File: src/rtl/tlb_miss_arbiter.sv
// tlb_miss_arbiter: shares the single L2 TLB search port between the
// inst-side (port 0) and data-side (port 1) tcache miss handlers.
// One miss is in flight at a time: accept -> lookup -> response.
// A TLB write or invtlb seen during the lookup or the response cycle
// turns the response into a retry, so a stale translation is never refilled.
//
// state    | meaning
// ---------+-----------------------------------------------------------
// S_IDLE   | no miss in flight; arbitrate and accept one requester
// S_LOOKUP | l2_valid issued with the latched vppn/asid
// S_RESP   | L2 result returned to the owner, refill strobed on a clean hit
module tlb_miss_arbiter #(
   parameter int TLBIDLEN = 4,
   parameter int VPPN_W   = 19,
   parameter int ASID_W   = 10
) (
   input  logic                clk,
   input  logic                reset,
   input  logic                req0_valid,
   input  logic [VPPN_W-1:0]   req0_vppn,
   input  logic [ASID_W-1:0]   req0_asid,
   output logic                req0_ready,
   output logic                resp0_valid,
   output logic                resp0_found,
   output logic                resp0_retry,
   output logic [TLBIDLEN-1:0] resp0_index,
   output logic                refill0_valid,
   input  logic                req1_valid,
   input  logic [VPPN_W-1:0]   req1_vppn,
   input  logic [ASID_W-1:0]   req1_asid,
   output logic                req1_ready,
   output logic                resp1_valid,
   output logic                resp1_found,
   output logic                resp1_retry,
   output logic [TLBIDLEN-1:0] resp1_index,
   output logic                refill1_valid,
   output logic                l2_valid,
   output logic [VPPN_W-1:0]   l2_vppn,
   output logic [ASID_W-1:0]   l2_asid,
   input  logic                l2_found,
   input  logic [TLBIDLEN-1:0] l2_index,
   input  logic                flush,
   output logic                busy
);

   typedef enum logic [1:0] {
      S_IDLE   = 2'd0,
      S_LOOKUP = 2'd1,
      S_RESP   = 2'd2
   } state_t;

   state_t              r_state;
   state_t              w_next;
   logic                r_rr_ptr;
   logic                r_owner;
   logic                r_abort;
   logic [VPPN_W-1:0]   r_vppn;
   logic [ASID_W-1:0]   r_asid;

   logic                w_grant;
   logic                w_winner;
   logic                w_retry;
   logic                w_found;
   logic [TLBIDLEN-1:0] w_index;

   // round-robin pick: the pointer only matters when both sides are asking
   assign w_winner = (req0_valid & req1_valid) ? r_rr_ptr : req1_valid;

   assign l2_vppn = r_vppn;
   assign l2_asid = r_asid;
   assign busy    = (r_state != S_IDLE);

   // next state and all strobes; everything is held low while reset is high
   always_comb begin
      w_next        = r_state;
      w_grant       = 1'b0;
      w_retry       = 1'b0;
      w_found       = 1'b0;
      w_index       = '0;
      req0_ready    = 1'b0;
      req1_ready    = 1'b0;
      l2_valid      = 1'b0;
      resp0_valid   = 1'b0;
      resp0_found   = 1'b0;
      resp0_retry   = 1'b0;
      resp0_index   = '0;
      refill0_valid = 1'b0;
      resp1_valid   = 1'b0;
      resp1_found   = 1'b0;
      resp1_retry   = 1'b0;
      resp1_index   = '0;
      refill1_valid = 1'b0;
      case (r_state)
         S_IDLE: begin
            if (!reset && !flush && (req0_valid | req1_valid)) begin
               w_grant    = 1'b1;
               req0_ready = ~w_winner;
               req1_ready = w_winner;
               w_next     = S_LOOKUP;
            end
         end
         S_LOOKUP: begin
            l2_valid = ~reset;
            w_next   = S_RESP;
         end
         S_RESP: begin
            w_retry = r_abort | flush;
            w_found = ~w_retry & l2_found;
            w_index = w_found ? l2_index : '0;
            if (!reset) begin
               if (r_owner) begin
                  resp1_valid   = 1'b1;
                  resp1_found   = w_found;
                  resp1_retry   = w_retry;
                  resp1_index   = w_index;
                  refill1_valid = w_found;
               end else begin
                  resp0_valid   = 1'b1;
                  resp0_found   = w_found;
                  resp0_retry   = w_retry;
                  resp0_index   = w_index;
                  refill0_valid = w_found;
               end
            end
            w_next = S_IDLE;
         end
         default: w_next = S_IDLE;
      endcase
   end

   // state, arbitration pointer, latched request and flush-abort flag
   always_ff @(posedge clk) begin
      if (reset) begin
         r_state  <= S_IDLE;
         r_rr_ptr <= 1'b0;
         r_owner  <= 1'b0;
         r_abort  <= 1'b0;
         r_vppn   <= '0;
         r_asid   <= '0;
      end else begin
         r_state <= w_next;
         if (w_grant) begin
            r_owner  <= w_winner;
            r_rr_ptr <= ~w_winner;
            r_vppn   <= w_winner ? req1_vppn : req0_vppn;
            r_asid   <= w_winner ? req1_asid : req0_asid;
         end
         if (r_state == S_LOOKUP)
            r_abort <= flush;
         else if (r_state == S_RESP)
            r_abort <= 1'b0;
      end
   end

endmodule

File: config.mk
export PLATFORM = sky130hd
export DESIGN_NAME = tlb_miss_arbiter
export DESIGN_NICKNAME = d
export VERILOG_FILES = /design/src/rtl/tlb_miss_arbiter.sv
export SDC_FILE = /design/constraint.sdc
export NUM_CORES = 1
export LEC_CHECK = 0
export ABC_AREA = 1
export BUFFER_PORTS_ARGS = -buffer_cell sky130_fd_sc_hd__buf_2
export CORE_ASPECT_RATIO = 0.8
export CORE_MARGIN = 5
export CORE_UTILIZATION = 31
export DETAILED_ROUTE_END_ITERATION = 7
export HOLD_SLACK_MARGIN = 0.03
export PLACE_DENSITY = 0.67
export SLEW_MARGIN = 25
export SYNTH_ARGS = -nofsm -noshare
export SYNTH_HDL_FRONTEND = slang
export SYNTH_SLANG_ARGS = --single-unit
File: constraint.sdc
create_clock -name clk -period 3.6 [get_ports clk]
set_input_delay 0.54 -clock clk [delete_from_list [all_inputs] [get_ports clk]]
set_output_delay 0.54 -clock clk [all_outputs]
set_load 0.005 [all_outputs]
# After elaboration in Yosys (flattened, before gate mapping)

Index checks and enable logic that the tools add are counted.

Add/subtract/negate cells: 0
Multipliers: 0
Divide/modulo/power cells: 0
Magnitude comparators: 0
Equality and inequality tests: 3
Shift operators: 0
Multiplexer cells: 39
Bitwise gates (word level): 7
Reductions and logical operators: 7

Operators by type and width:

| cell                 | count |
|---|---|
| $mux W1              | 28 |
| $mux W4              | 7 |
| $mux W19             | 1 |
| $mux W10             | 1 |
| $pmux W2 S2          | 1 |
| $reduce_bool A2 Y1   | 2 |
| $not A1 Y1           | 3 |
| $and A1 B1 Y1        | 2 |
| $eq A2 B1 Y1 const B | 1 |
| $eq A2 B2 Y1 const B | 1 |
| $logic_and A1 B1 Y1  | 2 |
| $logic_not A1 Y1     | 2 |
| $logic_not A2 Y1     | 1 |
| $mux W2              | 1 |
| $ne A2 B2 Y1 const B | 1 |
| $or A1 B1 Y1         | 2 |

Flip-flop bits (word level): 34
Bits in latches: 0
Memory bits (writable): 0
Bits in read-only memories: 0
Input bits: 68
Output and inout port bits: 49
Word-level logic and storage cells: 62
Memories: 0

# Logic depth before layout (Yosys ltp)

Gate-level depths: netlist (run 1).

Depth after elaboration: 7
Depth in mapped cells: 8
Gate-level depth less buffers: 7

# Least setup slack after synthesis (run 1)

Ideal clock, no wire load.

Path kind: input to output
Start: input reset
End: output resp1_found
Arrival: 1333 ps
Required time: 3060 ps
Slack: 1727 ps
Stages on the path: 5
Path buffers: 2
Path through: buf_2 > nor3_1 > nand2_1 > inv_1 > buf_4

Word-level cells in the longest chain between the ends: 2

RTL lines:

| what                  | line | RTL |
|---|---|---|
| start, declared       | 18   | `input logic reset,` |
| $mux W1 (2 in series) | --   |  |
| end, declared         | 33   | `output logic resp1_found,` |

No other way between the ends.

# Worst setup path in the final report (run 1)

Start: register r_state[1]
End: output req1_ready

Word-level cells in the longest chain between the ends: 2

RTL lines:

| what                   | line | RTL |
|---|---|---|
| start, declared        | 52   | `state_t r_state;` |
| start signal, assigned | 141  | `r_state <= w_next;` |
| $logic_not A2 Y1       | 93   | `case (r_state)` |
| $mux W1                | 93   |  |
| end, declared          | 31   | `output logic req1_ready,` |

No other way between the ends.

==> run metrics, run 1 <==
routed length per placed instance=11.3 microns; clock skew=7.95 ps; H-tree Lvls=2; root buf cell=clkbuf_8; type of destination of the critical path=primary output; 1st-pass router iterations=4; Synth area leader=dfxtp_1; CTS clk-pin slew, worst paths=70 ps; Die ar.=7570 sq um; CP Cell Sequence=inv_1, ha_1, nand3_4, nor2_1, buf_2; MaxCap Viol Count=0; Peak Freq=439 MHz; fillcell total=634; Post-synth EDFFs=0; FP Rows=25; setup repair after global routing missed its margin=false; crit-path max FO=33; Detail Route Antenna Nets=0; Hold Buf Count CTS=0; Critical Path RT=3060 ps; most frequent cells after synthesis=124 x nand2_1, 34 x dfxtp_1, 32 x a21oi_1; synth warn=0; Worst Max-Slew Pin Slew=408 ps; fraction of registers with async set/reset=0; total negative slack=0 ps; hold_ws=461 ps; Main synth FF type=dfxtp_1; synth unique cells=21; TritonCTS clock tree=done; # clock sinks=34; DRC=0; CP max-delay cell=nand3_4; startpoint type of the worst setup path=flip-flop; Tot GR Track Use=0.142; worst reg2reg path endpoint=r_owner$_SDFFE_PP0P_; delay-heaviest family, CP=simple AND/OR/NAND/NOR gates; Setup Buffers After CTS=0; worst slack, placed=1380 ps; static leakage=1.40 nW; Die Y-Extent=78.8 microns; initial antenna violation count=0; crit path time final=2280 ps; Initial DRC Count=74; largest net degree at the start of global routing=34; DR vias=2060; Final nets=467; Core Util, Final=0.435; final hold vios=0; n_diodes=0; I/O pins=117; Core ar.=5820 sq um; WL final=5380 microns; grt total ovfl=0; Synth area leaders=dfxtp_1 37%, nand2_1 25%, a21oi_1 8.7%; synth-to-layout area growth=37.9%; Worst VDD drop=237 uV; Synth Instances=289; flop-to-flop setup slack=1640 ps; Synth top area share=0.371; Critical Path End=req1_ready; Final Max Slew Viols=0; first-pass GRT wire length=8740 microns; Hold WC Path Type=flip-flop to flip-flop; vias per cell=4.32; vias in the first global route=1911; worst r2r src=r_state[0]$_SDFFE_PP0P_; Worst-Skew Late Latency=280 ps; post-CTS sizing=0; run status=finished clean; Power Dens Cells=392 nW/um^2; placed cells=469; synthesized area=1840 sq um; Final Cycle Share=0.633; # setup viols final=0; Mapped Avg Cell Area=6.36 sq um; Final Worst Setup Slack=1320 ps; detailed-placement wirelength estimate=4150 microns; Max stage delay on crit path=330 ps; count leader, synth=nand2_1; WP data arrival=1740 ps; sequential cell area fraction in the yosys report=0.371; cts bufs inserted=5; # port buffers=116; Crit Path Category=flip-flop to primary output; count of state elements after synthesis=34; Die X=96.1 microns; proportion of layout cells with a drive suffix above 1=0.336; Mapped Nets=361; Worst Path Buf+Inv=2; Initial Util=0.316; WP depth=5; Finished Layout Cells=477; RD Place Congestion=0.761; Worst Setup SP=r_state[1]$_SDFFE_PP0P_; worst reg2reg path depth=6; Slew HR=0.728; CTS max path bufs=2
-- cells by family after synthesis --
family	count (synthesis)	synth area share
adders and majority gates	4	0.0272
buffers and inverters	40	0.108
and+or+nand+nor	175	0.395
DFF	34	0.371
AOI/OAI and AO/OA	36	0.0995
-- how the worst min path moves through the flow --
stage                             startpoint                       end  depth (start not counted)
finish              l2_vppn[12]$_SDFFE_PP0P_  l2_vppn[12]$_SDFFE_PP0P_                          2
global route         l2_asid[6]$_SDFFE_PP0P_   l2_asid[6]$_SDFFE_PP0P_                          2
CTS                 l2_vppn[12]$_SDFFE_PP0P_  l2_vppn[12]$_SDFFE_PP0P_                          2
global placement     l2_vppn[8]$_SDFFE_PP0P_   l2_vppn[8]$_SDFFE_PP0P_                          2
detailed placement  l2_vppn[12]$_SDFFE_PP0P_  l2_vppn[12]$_SDFFE_PP0P_                          2
floorplan            l2_asid[0]$_SDFFE_PP0P_   l2_asid[0]$_SDFFE_PP0P_                          2
-- layer usage --
metal	wire (microns)	part of all wire	GRT usage	vias up
met4	19	0.0035	0.0298	0
li1	-	-	-	1116
met1	2350	0.44	0.180	875
met3	596	0.11	0.0483	2
met2	2410	0.45	0.232	67
met5	0	0	0	-
-- state kept, by name, indices dropped and copies added (netlist names) --
signal / cells
l2_asid: 10
l2_vppn: 19
r_abort: 1
r_owner: 1
r_rr_ptr: 1
r_state: 2
-- cell type report --
class / instances / area [sq um] / area share
multi-input combinational: 215 / 958 / 0.378
inverter: 19 / 72.6 / 0.0287
timing repair buffer: 120 / 611 / 0.241
sequential: 34 / 681 / 0.269
clock inverter: 3 / 40.0 / 0.0158
tap: 81 / 101 / 0.0400
clock buffer: 5 / 68.8 / 0.0272
-- where the power goes --
part / leakage [nW] / internal, W / switching, W
sequential: 0.277 / 0.000405 / 0.0000148
clock: 0.0579 / 0.000204 / 0.000138
combinational: 1.07 / 0.0000972 / 0.000135
-- tightest hold or removal path, stage by stage (launching register included) --
cell     delay [ps]
dfxtp_1         310
nand2_1          60
a21oi_1          50
-- through the flow --
stage	instance area, sq um	total power, W
after floorplan	1840	0.000577
after global placement	2420	0.000660
after detailed placement	2420	0.000664
after CTS	2530	0.00101
after global routing	2530	0.00106
final	2530	0.000993
-- cells in the final DEF (no fill, tap or decap), drive strengths merged --
cell type / synthesis / routed
a21oi: 32 / 32
buf: 18 / 120
bufinv: 0 / 1
clkbuf: 3 / 5
clkinv: 1 / 3
dfxtp: 34 / 34
ha: 4 / 4
inv: 18 / 18
nand2: 124 / 124
nand3: 31 / 31
nor2: 15 / 15
nor3: 2 / 2
nor4: 2 / 2
o21ai: 3 / 3
o31ai: 1 / 1
or2: 1 / 1
(Power assumes the default switching activity.)
==> run 2, diff against run 1 <==
--- a/config.mk
+++ b/config.mk
@@ -5,14 +5,14 @@
 export SDC_FILE = /design/constraint.sdc
 export NUM_CORES = 1
 export LEC_CHECK = 0
-export ABC_AREA = 1
+export ABC_AREA = 0
 export BUFFER_PORTS_ARGS = -buffer_cell sky130_fd_sc_hd__buf_2
 export CORE_ASPECT_RATIO = 0.8
 export CORE_MARGIN = 5
 export CORE_UTILIZATION = 31
 export DETAILED_ROUTE_END_ITERATION = 7
 export HOLD_SLACK_MARGIN = 0.03
-export PLACE_DENSITY = 0.67
+export PLACE_DENSITY = 0.65
 export SLEW_MARGIN = 25
 export SYNTH_ARGS = -nofsm -noshare
 export SYNTH_HDL_FRONTEND = slang
==> constraint.sdc (replaced) <==
create_clock -name clk -period 2.2 [get_ports clk]
set_input_delay 0.33 -clock clk [delete_from_list [all_inputs] [get_ports clk]]
set_output_delay 0.33 -clock clk [all_outputs]
set_load 0.005 [all_outputs]
==> run 2 against run 1 <==
Effect of this change: setup slack worse by 1200 ps; via count rose by 4.1%; first-iteration DRC count increased by 5.4%; critical path type unchanged; critical endpoint unchanged.
==> run metrics, run 2 <==
run status=finished clean; most frequent cells in the layout=116 x buf_2, 34 x dfxtp_1, 33 x a21oi_1; cts bufs inserted=5; Post-synth EDFFs=0; Mapped Nets=302; H-tree Lvls=2; Final Max Slew Viols=0; Mapped Avg Cell Area=8.82 sq um; MaxCap Viol Count=0; most frequent cells after synthesis=34 x dfxtp_1, 33 x a21oi_1, 30 x nand3_1; count leader, synth=dfxtp_1; Initial Util=0.318; CP max-delay cell=dfxtp_1; flop-to-flop setup slack=480 ps; worst reg2reg path depth=5; static leakage=1.22 nW; DRC=0; sequential cell area fraction in the yosys report=0.336; Die Y-Extent=82.3 microns; startpoint type of the worst setup path=flip-flop; crit-path max FO=33; routed length per placed instance=15.3 microns; Synth area leader=dfxtp_1; synth unique cells=25; Worst-Skew Late Latency=270 ps; CTS clk-pin slew, worst paths=70 ps; FP Rows=26; Synth area leaders=dfxtp_1 34%, a311oi_2 21%, a21oi_1 8.1%; # setup viols final=0; vias per cell=5.10; Initial DRC Count=78; synth warn=0; Synth top area share=0.336; first-pass GRT wire length=9830 microns; Final nets=407; Synth Instances=230; Critical Path RT=1870 ps; Final Cycle Share=0.928; Worst Hold Depth=3; total power=0.00157 W; CTS max path bufs=2; vias in the first global route=1999; crit path time final=2040 ps; grt total ovfl=0; Hold Path End=r_abort$_SDFFE_PP0P_; proportion of layout cells with a drive suffix above 1=0.503; count of state elements after synthesis=34; most common cell after layout, fill and taps aside=buf_2; placed cells=410; setup repair after global routing missed its margin=false; RD Place Congestion=0.720; Detail Route Antenna Nets=0; 1st-pass router iterations=4; root buf cell=clkbuf_8; detailed-placement wirelength estimate=4560 microns; fraction of registers with async set/reset=0; Core Util, Final=0.430; type of destination of the critical path=primary output; Die ar.=8270 sq um; Main synth FF type=dfxtp_1; WP data arrival=1710 ps; Hold Buf Count CTS=0; Max stage delay on crit path=310 ps; TritonCTS clock tree=done; Crit Path Category=flip-flop to primary output; DR vias=2144; Worst VDD drop=244 uV; # clock sinks=34; WL final=6420 microns; final hold vios=0; worst r2r src=r_state[1]$_SDFFE_PP0P_; Power Dens Cells=573 nW/um^2; initial antenna violation count=0; hold_ws=342 ps; n_diodes=0; Hold Path Origin=flush; I/O pins=117; Worst Max-Slew Pin Slew=521 ps; synth-to-layout area growth=35.2%; most frequent cell on the critical path=inv_1; Die X=100 microns; Finished Layout Cells=420; # port buffers=116; Peak Freq=490 MHz; max reg flops=19; Core ar.=6380 sq um; synthesized area=2030 sq um; total negative slack=0 ps; Slew HR=0.653; Hold WC Path Type=input pin to flip-flop; Tot GR Track Use=0.149; largest net degree at the start of global routing=36; worst reg2reg path endpoint=l2_vppn[13]$_SDFFE_PP0P_; clock skew=2.21 ps; CP Cell Sequence=inv_1, ha_1, nor2b_2, buf_12, nand4_1, inv_1, buf_2
run 2: critical path, delay by kind of cell (launching register included):
kind / cells / cell delay (ps)
fa+ha+maj: 1 / 180
buf+inv: 4 / 520
flops: 1 / 310
simple gates: 2 / 420
run 2: cells by family (layout without fill, tap and decap cells):
kind of cell,count (synthesis),count (layout),share of synthesized area
and+or+nand+nor,56,57,0.150
buffers and inverters,40,145,0.102
adders and majority gates,4,4,0.0247
DFF,34,34,0.336
AOI/OAI and AO/OA,96,96,0.387
run 2: layout make-up:
class	instances	area (sq um)
Sequential cell	34	681
Inverter	10	37.5
Timing Repair Buffer	127	676
Clock inverter	1	5.00
Tap cell	84	105
Multi-Input combinational cell	157	1150
Fill cell	658	3630
Clock buffer	7	86.3
run 2: worst max path at each step:
stage	startpoint	to	slack, ps	cells after the start
after floorplan	r_state[0]$_SDFFE_PP0P_	req0_ready	490	8
after global placement	r_state[0]$_SDFFE_PP0P_	req0_ready	380	6
after detailed placement	r_state[1]$_SDFFE_PP0P_	req0_ready	320	6
after CTS	r_state[1]$_SDFFE_PP0P_	req0_ready	5	6
after global routing	r_state[1]$_SDFFE_PP0P_	req1_ready	7	7
final	r_state[1]$_SDFFE_PP0P_	req1_ready	160	7
run 2: per-layer routing:
layer	vias up	share of wire	GRT usage
met5	-	0	0
met4	0	0.0037	0.0363
met3	2	0.097	0.0420
met2	97	0.46	0.257
met1	983	0.44	0.185
li1	1062	-	-
run 2: through the flow:
stage               setup slack [ps]  area, sq um
floorplan                        494         2030
global placement                 384         2620
detailed placement               318         2620
CTS                             4.67         2720
global route                    7.17         2740
finish                           158         2740
run 2: timing repair:
| action | in CTS | in global routing |
|---|---|---|
| endpoints found under the setup margin | 0 | 2 |
| buffers inserted | 0 | 1 |
| gates resized for setup | 0 | 3 |
run 2: where the power goes:
group	switching, W	internal, W
registers	0.0000246	0.000661
clock network	0.000217	0.000252
logic	0.000232	0.000184
